**src/rtl/sa_cache_miss_ctrl.sv**
```systemverilog
// Miss/eviction sequencer for sa_cache: optional dirty-victim writeback, line refill, one-cycle response.
// Optional watchdog enabled with `define MISS_CTRL_TIMEOUT_EN (sticky o_error, forced empty response).
module sa_cache_miss_ctrl #(
  parameter int ADDR_W      = 32,
  parameter int DATA_W      = 32,
  parameter int OFFSET_W    = 6,
  parameter int TIMEOUT_CYC = 255
) (
  input  logic              clk,
  input  logic              rst,
  input  logic              cache_miss,
  input  logic [ADDR_W-1:0] miss_addr,
  input  logic              evict,
  input  logic [ADDR_W-1:0] evict_addr,
  input  logic [DATA_W-1:0] evict_data,
  output logic [DATA_W-1:0] o_memory_line,
  output logic              o_memory_response,
  output logic              mem_req,
  output logic              mem_we,
  output logic [ADDR_W-1:0] mem_addr,
  output logic [DATA_W-1:0] mem_wdata,
  input  logic              mem_ack,
  input  logic [DATA_W-1:0] mem_rdata,
  output logic              o_stall,
  output logic              o_error
);

  typedef enum logic [2:0] {IDLE, WRITEBACK, REFILL, RESP, HOLD} state_t;

  localparam logic [ADDR_W-1:0] LINE_MASK = ~((ADDR_W)'((1 << OFFSET_W) - 1));

  state_t            state;
  logic [ADDR_W-1:0] line_addr;

  assign o_stall = cache_miss | (state != IDLE);

`ifdef MISS_CTRL_TIMEOUT_EN
  localparam int CNT_W = $clog2(TIMEOUT_CYC + 1);
  logic [CNT_W-1:0] wd_cnt;
  logic             wd_hit;

  // Fires on the cycle that would be the TIMEOUT_CYC-th unacknowledged request cycle.
  assign wd_hit = mem_req && !mem_ack && (wd_cnt == CNT_W'(TIMEOUT_CYC - 1));
`else
  localparam int unused_timeout_cyc = TIMEOUT_CYC;
  assign o_error = 1'b0;
`endif

  always_ff @(posedge clk or posedge rst) begin
    if (rst) begin
      state             <= IDLE;
      line_addr         <= '0;
      mem_req           <= 1'b0;
      mem_we            <= 1'b0;
      mem_addr          <= '0;
      mem_wdata         <= '0;
      o_memory_line     <= '0;
      o_memory_response <= 1'b0;
`ifdef MISS_CTRL_TIMEOUT_EN
      wd_cnt            <= '0;
      o_error           <= 1'b0;
`endif
    end else begin
      case (state)
        IDLE: begin
          o_memory_response <= 1'b0;
`ifdef MISS_CTRL_TIMEOUT_EN
          wd_cnt <= '0;
`endif
          if (cache_miss) begin
            line_addr <= miss_addr & LINE_MASK;
            mem_req   <= 1'b1;
            if (evict) begin
              state     <= WRITEBACK;
              mem_we    <= 1'b1;
              mem_addr  <= evict_addr;
              mem_wdata <= evict_data;
            end else begin
              state    <= REFILL;
              mem_we   <= 1'b0;
              mem_addr <= miss_addr & LINE_MASK;
            end
          end
        end
        WRITEBACK: begin
          if (mem_ack) begin
            // Drop the request for one gap cycle, then re-issue as a read.
            state    <= REFILL;
            mem_req  <= 1'b0;
            mem_we   <= 1'b0;
            mem_addr <= line_addr;
`ifdef MISS_CTRL_TIMEOUT_EN
            wd_cnt   <= '0;
          end else if (wd_hit) begin
            state             <= RESP;
            mem_req           <= 1'b0;
            mem_we            <= 1'b0;
            o_error           <= 1'b1;
            o_memory_line     <= '0;
            o_memory_response <= 1'b1;
          end else begin
            wd_cnt <= wd_cnt + 1'b1;
`endif
          end
        end
        REFILL: begin
          if (!mem_req) begin
            mem_req <= 1'b1;
          end else if (mem_ack) begin
            state             <= RESP;
            mem_req           <= 1'b0;
            o_memory_line     <= mem_rdata;
            o_memory_response <= 1'b1;
`ifdef MISS_CTRL_TIMEOUT_EN
          end else if (wd_hit) begin
            state             <= RESP;
            mem_req           <= 1'b0;
            o_error           <= 1'b1;
            o_memory_line     <= '0;
            o_memory_response <= 1'b1;
          end else begin
            wd_cnt <= wd_cnt + 1'b1;
`endif
          end
        end
        RESP: begin
          o_memory_response <= 1'b0;
          state             <= HOLD;
        end
        // Stale miss level from the cache is ignored here.
        HOLD:    state <= IDLE;
        default: state <= IDLE;
      endcase
    end
  end

endmodule

```
**config.mk**
```make
export PLATFORM = sky130hd
export DESIGN_NAME = sa_cache_miss_ctrl
export DESIGN_NICKNAME = d
export VERILOG_FILES = /design/src/rtl/sa_cache_miss_ctrl.sv
export SDC_FILE = /design/constraint.sdc
export NUM_CORES = 1
export LEC_CHECK = 0
export ABC_AREA = 1
export BUFFER_PORTS_ARGS = -buffer_cell sky130_fd_sc_hd__buf_2
export CORE_MARGIN = 2
export CORE_UTILIZATION = 48
export DETAILED_ROUTE_END_ITERATION = 8
export PLACE_DENSITY_LB_ADDON = 0.08
export SLEW_MARGIN = 0
export SYNTH_ARGS = -nofsm -noshare
export SYNTH_HDL_FRONTEND = slang
export SYNTH_SLANG_ARGS = --single-unit
```
**constraint.sdc**
```tcl
create_clock -name clk -period 4.32 [get_ports clk]
set_clock_uncertainty 0.1 [all_clocks]
set_input_delay 0 -clock clk [delete_from_list [all_inputs] [get_ports clk]]
set_output_delay 0 -clock clk [all_outputs]
set_load 0.02 [all_outputs]
```
==> reports/metrics.csv, run 1 <==
stage;metric;value;unit
clocking;htreeDepth;4;
yosys;synthArstFlopShare;100;%
yosys;synth-seq-area-share;56.4;%
global_routing;grt_max_degree;66;
sta;drv_slew;0;
setup_path;worstPathMaxFanout;52;
yosys;synth_edf_count;0;
yosys;syn_area;5670;µm²
yosys;synth_xor_area_share;0;%
detailed_routing;firstDrtPassIters;5;
setup_path;critical-path-top-delay-family;simple AND/OR/NAND/NOR gates;
final_layout;layout-drive-gt1-share;25.6;%
sta;period_needed;2.55;ns
die;die_x;113;µm
final_layout;layout_commonest_cell;nand2_1;
sta;fin_tns_setup;0;ns
setup_path;start_kind;flop;
sta;worstMarginPinSlew;0.906;ns
power;power_density;682;nW/µm²
detailed_routing;routedWlPerCell;14.2;µm
clocking;clock_sinks;128;
placed_design;dp_hpwl;9.51;mm
setup_path;cpPeakStageDelay;0.87;ns
placed_design;io_buffers;226;
detailed_routing;drtAntennaViolNets;0;
yosys;synth_seq_cells;128;
yosys;syn_nets;845;
sta;slew_headroom;39.6;%
die;io_pins;234;
global_routing;grt_usage;27.5;%
final_layout;regArea;3200;µm²
setup_path;cp_num_buf_inv;1;
yosys;synth_top_family_by_area;simple AND/OR/NAND/NOR gates;
clocking;cts_resized;0;
final_layout;diodes;0;
power;p_total;5890;µW
clocking;path_clk_slew;0.05;ns
clocking;cts_tree;built;
setup_path;path_cells;inv_2 -> nand3_2 -> o21ai_0;
sta;hold_violations;0;
detailed_routing;first_iter_violations;411;
placed_design;routabilityCongestion;0.806;
run;drv_cap;0;
setup_path;cp-end-kind;flop;
yosys;synth.area.mux_share;0;%
die;fp.dieH;113;µm
die;core_area;11500;µm²
global_routing;grt_overflow;0;
clocking;root_buffer;clkbuf_16;
yosys;syn_inst;712;
clocking;clockBufferDepth;2;
die;placementRows;39;
setup_path;required;4.51;ns
die;start_util;49.5;%
final_layout;fin_nets;1182;
setup_path;crit_arrival;2.74;ns
detailed_routing;drc_errors;0;
outcome;status;completed;
yosys;netlist-cell-type-count;20;
global_routing;grt_pass1_vias;5962;
clocking;clk_latency;0.41;ns
power;ir_worst_vdd;0.460;mV
sta;fmax;392;MHz
sta;finalSetupViolations;0;
yosys;synthSimpleGateAreaFrac;27.7;%
yosys;synthFlopType;dfrtp_1;
sta;rsz0062_at_grt;no;
global_routing;grt_pass1_wl;27.9;mm
yosys;synth_compound_area_share;7.81;%
global_routing;antenna_found_initial;0;
yosys;syn_area_per_cell;7.97;µm²
clocking;cts_buffers;17;
sta;post-route-period-util;59.0;%
final_layout;fillers;801;
detailed_routing;totalWireLength;17.1;mm
detailed_routing;vias;5867;
final_layout;multi_input_area;2020;µm²
detailed_routing;via_per_inst;4.88;
final_layout;final_cell_mix;nand2_1, buf_2, dfrtp_1;
min_path;hold_class;in2async;
setup_path;cp_slowest_cell;nand3_2;
power;p_leak;0.00495;µW
die;dieArea;12700;µm²
setup_path;worstSetupPathType;reg2reg;
yosys;synthAdderAreaFrac;0;%
final_layout;area_growth;52.1;%
yosys;synth_warnings;0;
-- cells in the mapped netlist (2+ instances only) --
| library cell | n | area share (%) |
|---|---|---|
| nand3_2 | 2 | 0.35 |
| nand4_1 | 2 | 0.22 |
| clkbuf_1 | 15 | 0.99 |
| dfrtp_1 | 128 | 56 |
| o21ai_0 | 85 | 7.5 |
| inv_1 | 63 | 4.2 |
| inv_2 | 3 | 0.20 |
| nand2_1 | 342 | 23 |
| nor2_4 | 3 | 0.60 |
| a21oi_1 | 2 | 0.18 |
| nand3_1 | 33 | 2.9 |
| buf_4 | 13 | 1.7 |
| nor2_1 | 5 | 0.33 |
| buf_2 | 8 | 0.71 |
| buf_1 | 3 | 0.20 |
-- state kept, by name, indices dropped and copies added, names as in the netlist --
signal             cells
line_addr             26
mem_addr              32
mem_req                1
mem_wdata             32
mem_we                 1
o_memory_line         32
o_memory_response      1
state                  3
-- cell families (layout without fill, tap and decap cells) --
| family | Yosys count | count (layout) |
|---|---|---|
| AOI/OAI and AO/OA | 88 | 88 |
| buffers and inverters | 105 | 453 |
| DFF | 128 | 128 |
| other | 1 | 1 |
| and+or+nand+nor | 390 | 390 |
-- stage by stage --
step                      util, %  hold WS [ns]  setup WS (ns)  cells  instance area (µm²)
after floorplan                 -       0.00962          0.807    712                 5670
after global placement       59.5       0.00579           1.90   1047                 6820
after detailed placement     59.5        0.0207           1.82   1047                 6820
after CTS                    75.3         0.131           1.78   1203                 8630
after global routing         75.3         0.158           1.53   1203                 8630
final                        75.3         0.117           1.77   1203                 8630
-- per-layer routing --
| metal | vias to the layer above | routed length (µm) | global-route usage, % |
|---|---|---|---|
| li1 | 2862 | - | - |
| met1 | 2687 | 6540 | 32.5 |
| met2 | 268 | 8610 | 47.0 |
| met3 | 50 | 1320 | 7.23 |
| met4 | 0 | 597 | 12.7 |
| met5 | - | 0 | 0 |
-- worst register-to-register path, cell delays in order (launching register included) --
cell     delay, ns
dfrtp_1       0.40
inv_2         0.53
nand3_2       0.88
o21ai_0       0.52
-- worst paths after layout --
| check | from | endpoint | slack (ns) | cells past startpoint |
|---|---|---|---|---|
| hold / removal | rst | mem_wdata[6] | 0.12 | 3 |
| hold reg to reg | mem_we | mem_we | 0.37 | 2 |
| min in group clk | evict_data[23] | mem_wdata[23] | 0.21 | 4 |
| setup reg to reg | state[1] | line_addr[19] | 1.77 | 3 |
| setup / recovery | state[1] | line_addr[19] | 1.77 | 3 |
| max in group asynchronous | rst | line_addr[10] | 3.02 | 4 |
-- report_power, final --
part           leakage (µW)  switching, µW  internal (µW)
sequential          0.00161            311           1760
clock              0.000278            487            838
combinational       0.00306           1680            816
total               0.00495           2480           3410
-- timing repair --
| item | in CTS | in global routing |
|---|---|---|
| hold endpoints to repair | 171 | 0 |
| setup buffers | 0 | 0 |
| hold buffers | 126 | 0 |
-- area by class of cell --
class | count | share of cell area [%]
flip-flops and latches | 128 | 37.1
well taps | 143 | 2.07
clock buffers | 23 | 5.65
clock inverters | 7 | 0.696
inverters | 66 | 2.90
repair buffers | 357 | 28.1
multi-input cells | 479 | 23.4
No activity file was read; power rests on OpenSTA's default activity.
==> run 2: changes to the inputs <==
ABC_AREA = 0   (was 1)
CORE_UTILIZATION = 43   (was 48)
clock period = 2.3 ns   (was 4.32 ns; I/O delays follow)
==> run 2 against run 1 <==
Effect of this change:
- register-to-register slack lost 1.4 ns
- clock-buffer cell count decreased by 1
- worst hold slack got worse by 0.0088 ns
- clock power increased by 100%
- final area grew 0.10%
- setup slack got worse by 1.4 ns
- largest power group unchanged
- first-iteration DRC count shrank 74%
- combinational power grew 86%
- largest cell class unchanged
==> reports/metrics.csv, run 2 <==
stage;metric;value;unit
outcome;status;completed;
setup_path;cp-endpoint;mem_wdata[4];
setup_path;worstPathMaxFanout;29;
sta;fin_tns_setup;0;ns
clocking;clock_sinks;128;
detailed_routing;via_per_inst;4.80;
yosys;syn_area;5430;µm²
final_layout;multi_input_area;2080;µm²
setup_path;start_kind;flop;
global_routing;grt_overflow;0;
die;die_x;116;µm
final_layout;area_growth;59.1;%
final_layout;layout-drive-gt1-share;51.1;%
detailed_routing;vias;4443;
global_routing;grt_pass1_vias;4758;
setup_path;reg2regPathDepth;4;
run;drv_cap;0;
power;p_leak;0.00406;µW
setup_path;worstSetupPathType;reg2reg;
yosys;synth.most_common_cell;dfrtp_1;
detailed_routing;drtAntennaViolNets;0;
final_layout;fillers;914;
yosys;synth_seq_cells;128;
min_path;hold_class;in2async;
yosys;yosys.area.top_type;dfrtp_1;
power;switching_share;36.1;%
placed_design;dp_hpwl;8.78;mm
sta;drv_slew;0;
setup_path;required;2.49;ns
final_layout;layout_commonest_cell;buf_2;
sta;fmax;506;MHz
placed_design;routabilityCongestion;0.721;
die;core_area;12500;µm²
final_layout;diodes;0;
final_layout;regArea;3200;µm²
final_layout;final_core_util;69.3;%
sta;hold_violations;0;
final_layout;final_area;8640;µm²
detailed_routing;totalWireLength;14.5;mm
detailed_routing;first_iter_violations;107;
sta;finalSetupViolations;0;
clocking;cts_buffers;17;
setup_path;reg2reg_from;state[1];
sta;worstMarginPinSlew;0.626;ns
setup_path;ff2ff_setup_slack;0.32;ns
power;p_clk_share;24.1;%
sta;rsz0062_at_grt;no;
yosys;synth_top_area_share;59.0;%
global_routing;grt_usage;22.1;%
setup_path;setup.worst_path.start;state[1];
setup_path;path_cells;nor4b_4 -> and2_2 -> buf_12 -> mux2_2;
clocking;cts_tree;built;
setup_path;cp_slowest_cell;dfrtp_1;
yosys;synth_common_cells;dfrtp_1, mux2_2, o21ai_0;
clocking;htreeDepth;4;
setup_path;crit_arrival;2.17;ns
yosys;synthFlopType;dfrtp_1;
yosys;synthArstFlopShare;100;%
yosys;synth_warnings;0;
yosys;synth_edf_count;0;
die;fp.dieH;116;µm
detailed_routing;firstDrtPassIters;4;
power;internal_power;7230;µW
detailed_routing;routedWlPerCell;15.7;µm
die;placementRows;41;
power;switchingPower;4090;µW
setup_path;cpPeakStageDelay;0.48;ns
final_layout;fin_nets;874;
sta;period_needed;1.98;ns
clocking;root_buffer;clkbuf_16;
power;p_total;11300;µW
yosys;syn_inst;389;
yosys;netlist-cell-type-count;30;
global_routing;antenna_found_initial;0;
power;power_frac_seq;35.2;%
sta;post-route-period-util;85.9;%
die;io_pins;234;
die;dieArea;13500;µm²
power;ir_worst_vdd;0.649;mV
setup_path;cp-end-kind;flop;
placed_design;placed_area;6770;µm²
clocking;clk_latency;0.41;ns
setup_path;reg2reg_to;mem_wdata[4];
yosys;synth-seq-area-share;59.0;%
detailed_routing;drc_errors;0;
die;start_util;43.6;%
yosys;syn_area_per_cell;14.0;µm²
final_layout;reg.largest.list;mem_addr (32), mem_wdata (32), o_memory_line (32);
power;power_frac_comb;40.8;%
power;power_density;1310;nW/µm²
yosys;synth.area.top_cells;dfrtp_1, mux2_2, mux2i_1, o21ai_0, a22o_1;
yosys;syn_nets;522;
clocking;post_cts_buffers;0;
global_routing;grt_pass1_wl;22.9;mm
placed_design;io_buffers;226;
clocking;clockBufferDepth;2;
global_routing;grt_max_degree;61;
sta;slew_headroom;58.2;%
clocking;path_clk_slew;0.06;ns
final_layout;final_cell_mix;buf_2, dfrtp_1, dlygate4sd3_1;
## run 2: layout make-up
| type | instances | share of cell area [%] |
|---|---|---|
| clock buffer | 22 | 5.49 |
| clock inverter | 10 | 1.55 |
| inverter | 3 | 0.174 |
| multi-input combinational | 229 | 24.1 |
| sequential | 128 | 37.1 |
| tap | 172 | 2.49 |
| timing repair buffer | 362 | 29.1 |
## run 2: critical path: cells and delay by family (launching register included)
family | cells | cell delay, ns
DFF | 1 | 0.48
and+or+nand+nor | 2 | 0.65
muxes | 1 | 0.37
buffers and inverters | 1 | 0.24
## run 2: worst min-delay path by stage
stage          depth (start not counted)           from  slack (ns)                end
3_5_place_dp                           2            rst       -0.01  o_memory_line[16]
6_report                               3            rst        0.11  o_memory_line[16]
4_1_cts                                3            rst        0.09  o_memory_line[16]
2_1_floorplan                          1  evict_data[0]        0.03       mem_wdata[0]
3_3_place_gp                           2            rst       -0.02  o_memory_line[16]
5_1_grt                                3            rst        0.13  o_memory_line[16]
## run 2: layer usage
metal  wire [µm]  up-vias  share of wire (%)  global-route usage [%]
met1        5940     2164                 41                    26.6
li1            -     2102                  -                       -
met3         975       22                6.7                    7.01
met5           0        -                  0                       0
met4         246        0                1.7                    7.54
met2        7360      155                 51                    37.6
## run 2: cell families after synthesis
kind of cell	Yosys count	share of synthesized area (%)
buffers and inverters	32	2.93
AO/OA/AOI/OAI	68	7.00
flip-flops	128	59.0
multiplexers	143	29.0
AND/OR/NAND/NOR	17	2.00
other	1	0.0690
## run 2: through the flow
| stage | std cells | hold slack (ns) | setup WS, ns |
|---|---|---|---|
| after floorplan | 389 | 0.0347 | 0.313 |
| after global routing | 926 | 0.128 | 0.203 |
| after detailed placement | 768 | -0.0140 | 0.326 |
| after CTS | 926 | 0.0948 | 0.316 |
| after global placement | 768 | -0.0195 | 0.367 |
| final | 926 | 0.108 | 0.324 |
## run 2: power groups by stage
| stage | clock (µW) | sequential, µW | combinational (µW) |
|---|---|---|---|
| 2_1_floorplan | 0 | 4990 | 1930 |
| 3_3_place_gp | 0 | 3930 | 4380 |
| 3_5_place_dp | 0 | 3990 | 4470 |
| 4_1_cts | 2770 | 3980 | 4650 |
| 5_1_grt | 2890 | 4130 | 5010 |
| 6_report | 2720 | 3980 | 4620 |
## run 2: timing repair
item | in CTS | in global routing
hold endpoints to repair | 222 | 0
setup endpoints to repair | 0 | 0
hold buffers | 126 | 0
resized for setup | 0 | 0
==> run 3: changes to the inputs <==
CORE_MARGIN = 3   (was 2)
==> run 3 against run 2 <==
Effect of this change:
- clock power down 2%
- global-route usage up 0.18 points
- critical path depth up 1
- largest power group unchanged
- sequential share of layout area about the same
- combinational power about the same
==> reports/metrics.csv, run 3 (same netlist as run 2, synthesis figures left out) <==
stage;metric;value;unit
placed_design;io_buffers;226;
clocking;path_clk_slew;0.05;ns
die;fp.dieH;118;µm
die;die_x;118;µm
clocking;clk_latency;0.40;ns
detailed_routing;via_per_inst;4.82;
detailed_routing;drc_errors;0;
sta;rsz0062_at_grt;no;
setup_path;worstSetupPathType;reg2reg;
sta;period_needed;2.11;ns
setup_path;worstPathMaxFanout;15;
detailed_routing;drtAntennaViolNets;0;
clocking;cts_buffers;17;
global_routing;grt_pass1_wl;24.9;mm
global_routing;grt_usage;22.3;%
power;p_leak;0.00407;µW
die;placementRows;40;
global_routing;grt_pass1_vias;4907;
detailed_routing;firstDrtPassIters;4;
run;drv_cap;0;
global_routing;grt_use_met1;26.6;%
final_layout;layout-drive-gt1-share;51.1;%
sta;slew_headroom;56.2;%
placed_design;dpl.cell_count;767;
sta;worstMarginPinSlew;0.657;ns
die;io_pins;234;
die;core_area;12200;µm²
final_layout;fin_cells;924;
final_layout;final_area;8630;µm²
final_layout;final_cell_mix;buf_2, dfrtp_1, dlygate4sd3_1;
clocking;htreeDepth;4;
power;ir_worst_vdd;0.691;mV
setup_path;reg2regPathDepth;5;
global_routing;grt_overflow;0;
sta;fmax;473;MHz
sta;hold_violations;0;
clocking;clockBufferDepth;2;
detailed_routing;first_iter_violations;218;
detailed_routing;totalWireLength;15.2;mm
global_routing;grt.busiest_layer;met2;
setup_path;cp_slowest_cell;dfrtp_2;
power;p_total;11300;µW
die;start_util;44.7;%
setup_path;critical-path-top-delay-family;buffers and inverters;
global_routing;grt_use_met2;37.9;%
sta;finalSetupViolations;0;
setup_path;required;2.54;ns
global_routing;grt_max_degree;40;
placed_design;routabilityCongestion;0.749;
die;dieArea;14000;µm²
final_layout;area_growth;58.9;%
clocking;root_buffer;clkbuf_16;
outcome;status;completed;
global_routing;met3_usage;6.94;%
detailed_routing;vias;4457;
detailed_routing;routedWlPerCell;16.4;µm
setup_path;cp-end-kind;flop;
sta;fin_tns_setup;0;ns
final_layout;fin_nets;877;
power;power_density;1310;nW/µm²
global_routing;antenna_found_initial;0;
setup_path;cpPeakStageDelay;0.56;ns
clocking;clock_sinks;128;
clocking;cts_resized;0;
sta;drv_slew;0;
setup_path;cp_num_buf_inv;2;
setup_path;crit_arrival;2.35;ns
final_layout;diodes;0;
setup_path;start_kind;flop;
placed_design;dp_hpwl;9.24;mm
min_path;hold_class;in2async;
sta;post-route-period-util;91.8;%
setup_path;cp.depth;5;
placed_design;placed_area;6780;µm²
clocking;cts_tree;built;
final_layout;reg.largest.list;mem_addr (32), mem_wdata (32), o_memory_line (32);
setup_path;path_cells;buf_4 -> nor2b_1 -> nand2_1 -> a21oi_1 -> dlygate4sd3_1;
final_layout;layout_commonest_cell;buf_2;
-- run 3: cell count changes in the layout (fill, tap and decap cells not counted) --
cell        before  now
buf_4            6   10
clkbuf_8         3    6
clkinvlp_4       3    1
buf_12           4    3
bufinv_16        3    2
clkbuf_1         2    3
clkinv_2         4    3
clkinv_4         1    0
-- run 3: path summary, 6_finish.rpt --
path / endpoint / slack, ns / from
worst max-delay path: state[1] / 0.19 / state[0]
worst min-delay path: mem_wdata[26] / 0.04 / rst
worst max register to register: state[1] / 0.19 / state[0]
worst min register to register: mem_wdata[1] / 0.38 / mem_wdata[1]
max in group asynchronous: state[0] / 1.36 / rst
min in group clk: mem_addr[19] / 0.21 / evict
-- run 3: per-stage QoR --
stage	hold slack [ns]	utilization, %	setup slack, ns
floorplan	0.0347	-	0.313
global placement	-0.0960	55.7	0.444
detailed placement	-0.0942	55.7	0.342
CTS	0.0221	71.0	0.200
global route	0.0599	71.0	0.0753
finish	0.0385	71.0	0.188
-- run 3: power breakdown --
| part | total, µW | internal, µW | switching [µW] |
|---|---|---|---|
| sequential | 4000 | 3400 | 606 |
| clock | 2660 | 1760 | 899 |
| combinational | 4620 | 2060 | 2570 |
| total | 11300 | 7210 | 4070 |
-- run 3: worst register-to-register path: cells and delay by family (launching register included) --
family	cells	cell delay, ns
AO/OA/AOI/OAI	1	0.14
buffers and inverters	2	0.91
flip-flops	1	0.56
AND/OR/NAND/NOR	2	0.34
-- run 3: cell type report --
cell class                 count  area, µm²
fill                         887       3530
clock inverter                 5       75.1
tap                          168        210
sequential                   128       3200
inverter                       3       15.0
multi-input combinational    229       2080
timing repair buffer         365       2530
clock buffer                  26        519
-- run 3: metal layers --
layer / part of all wire [%] / vias to the layer above
met1: 41 / 2168
met5: 0 / -
li1: - / 2102
met2: 51 / 161
met3: 6.1 / 26
met4: 2.0 / 0
-- run 3: what timing repair did --
item,in CTS,in global routing
setup buffers,0,0
hold buffers,126,0
hold endpoints to repair,254,0
endpoints found under the setup margin,0,0
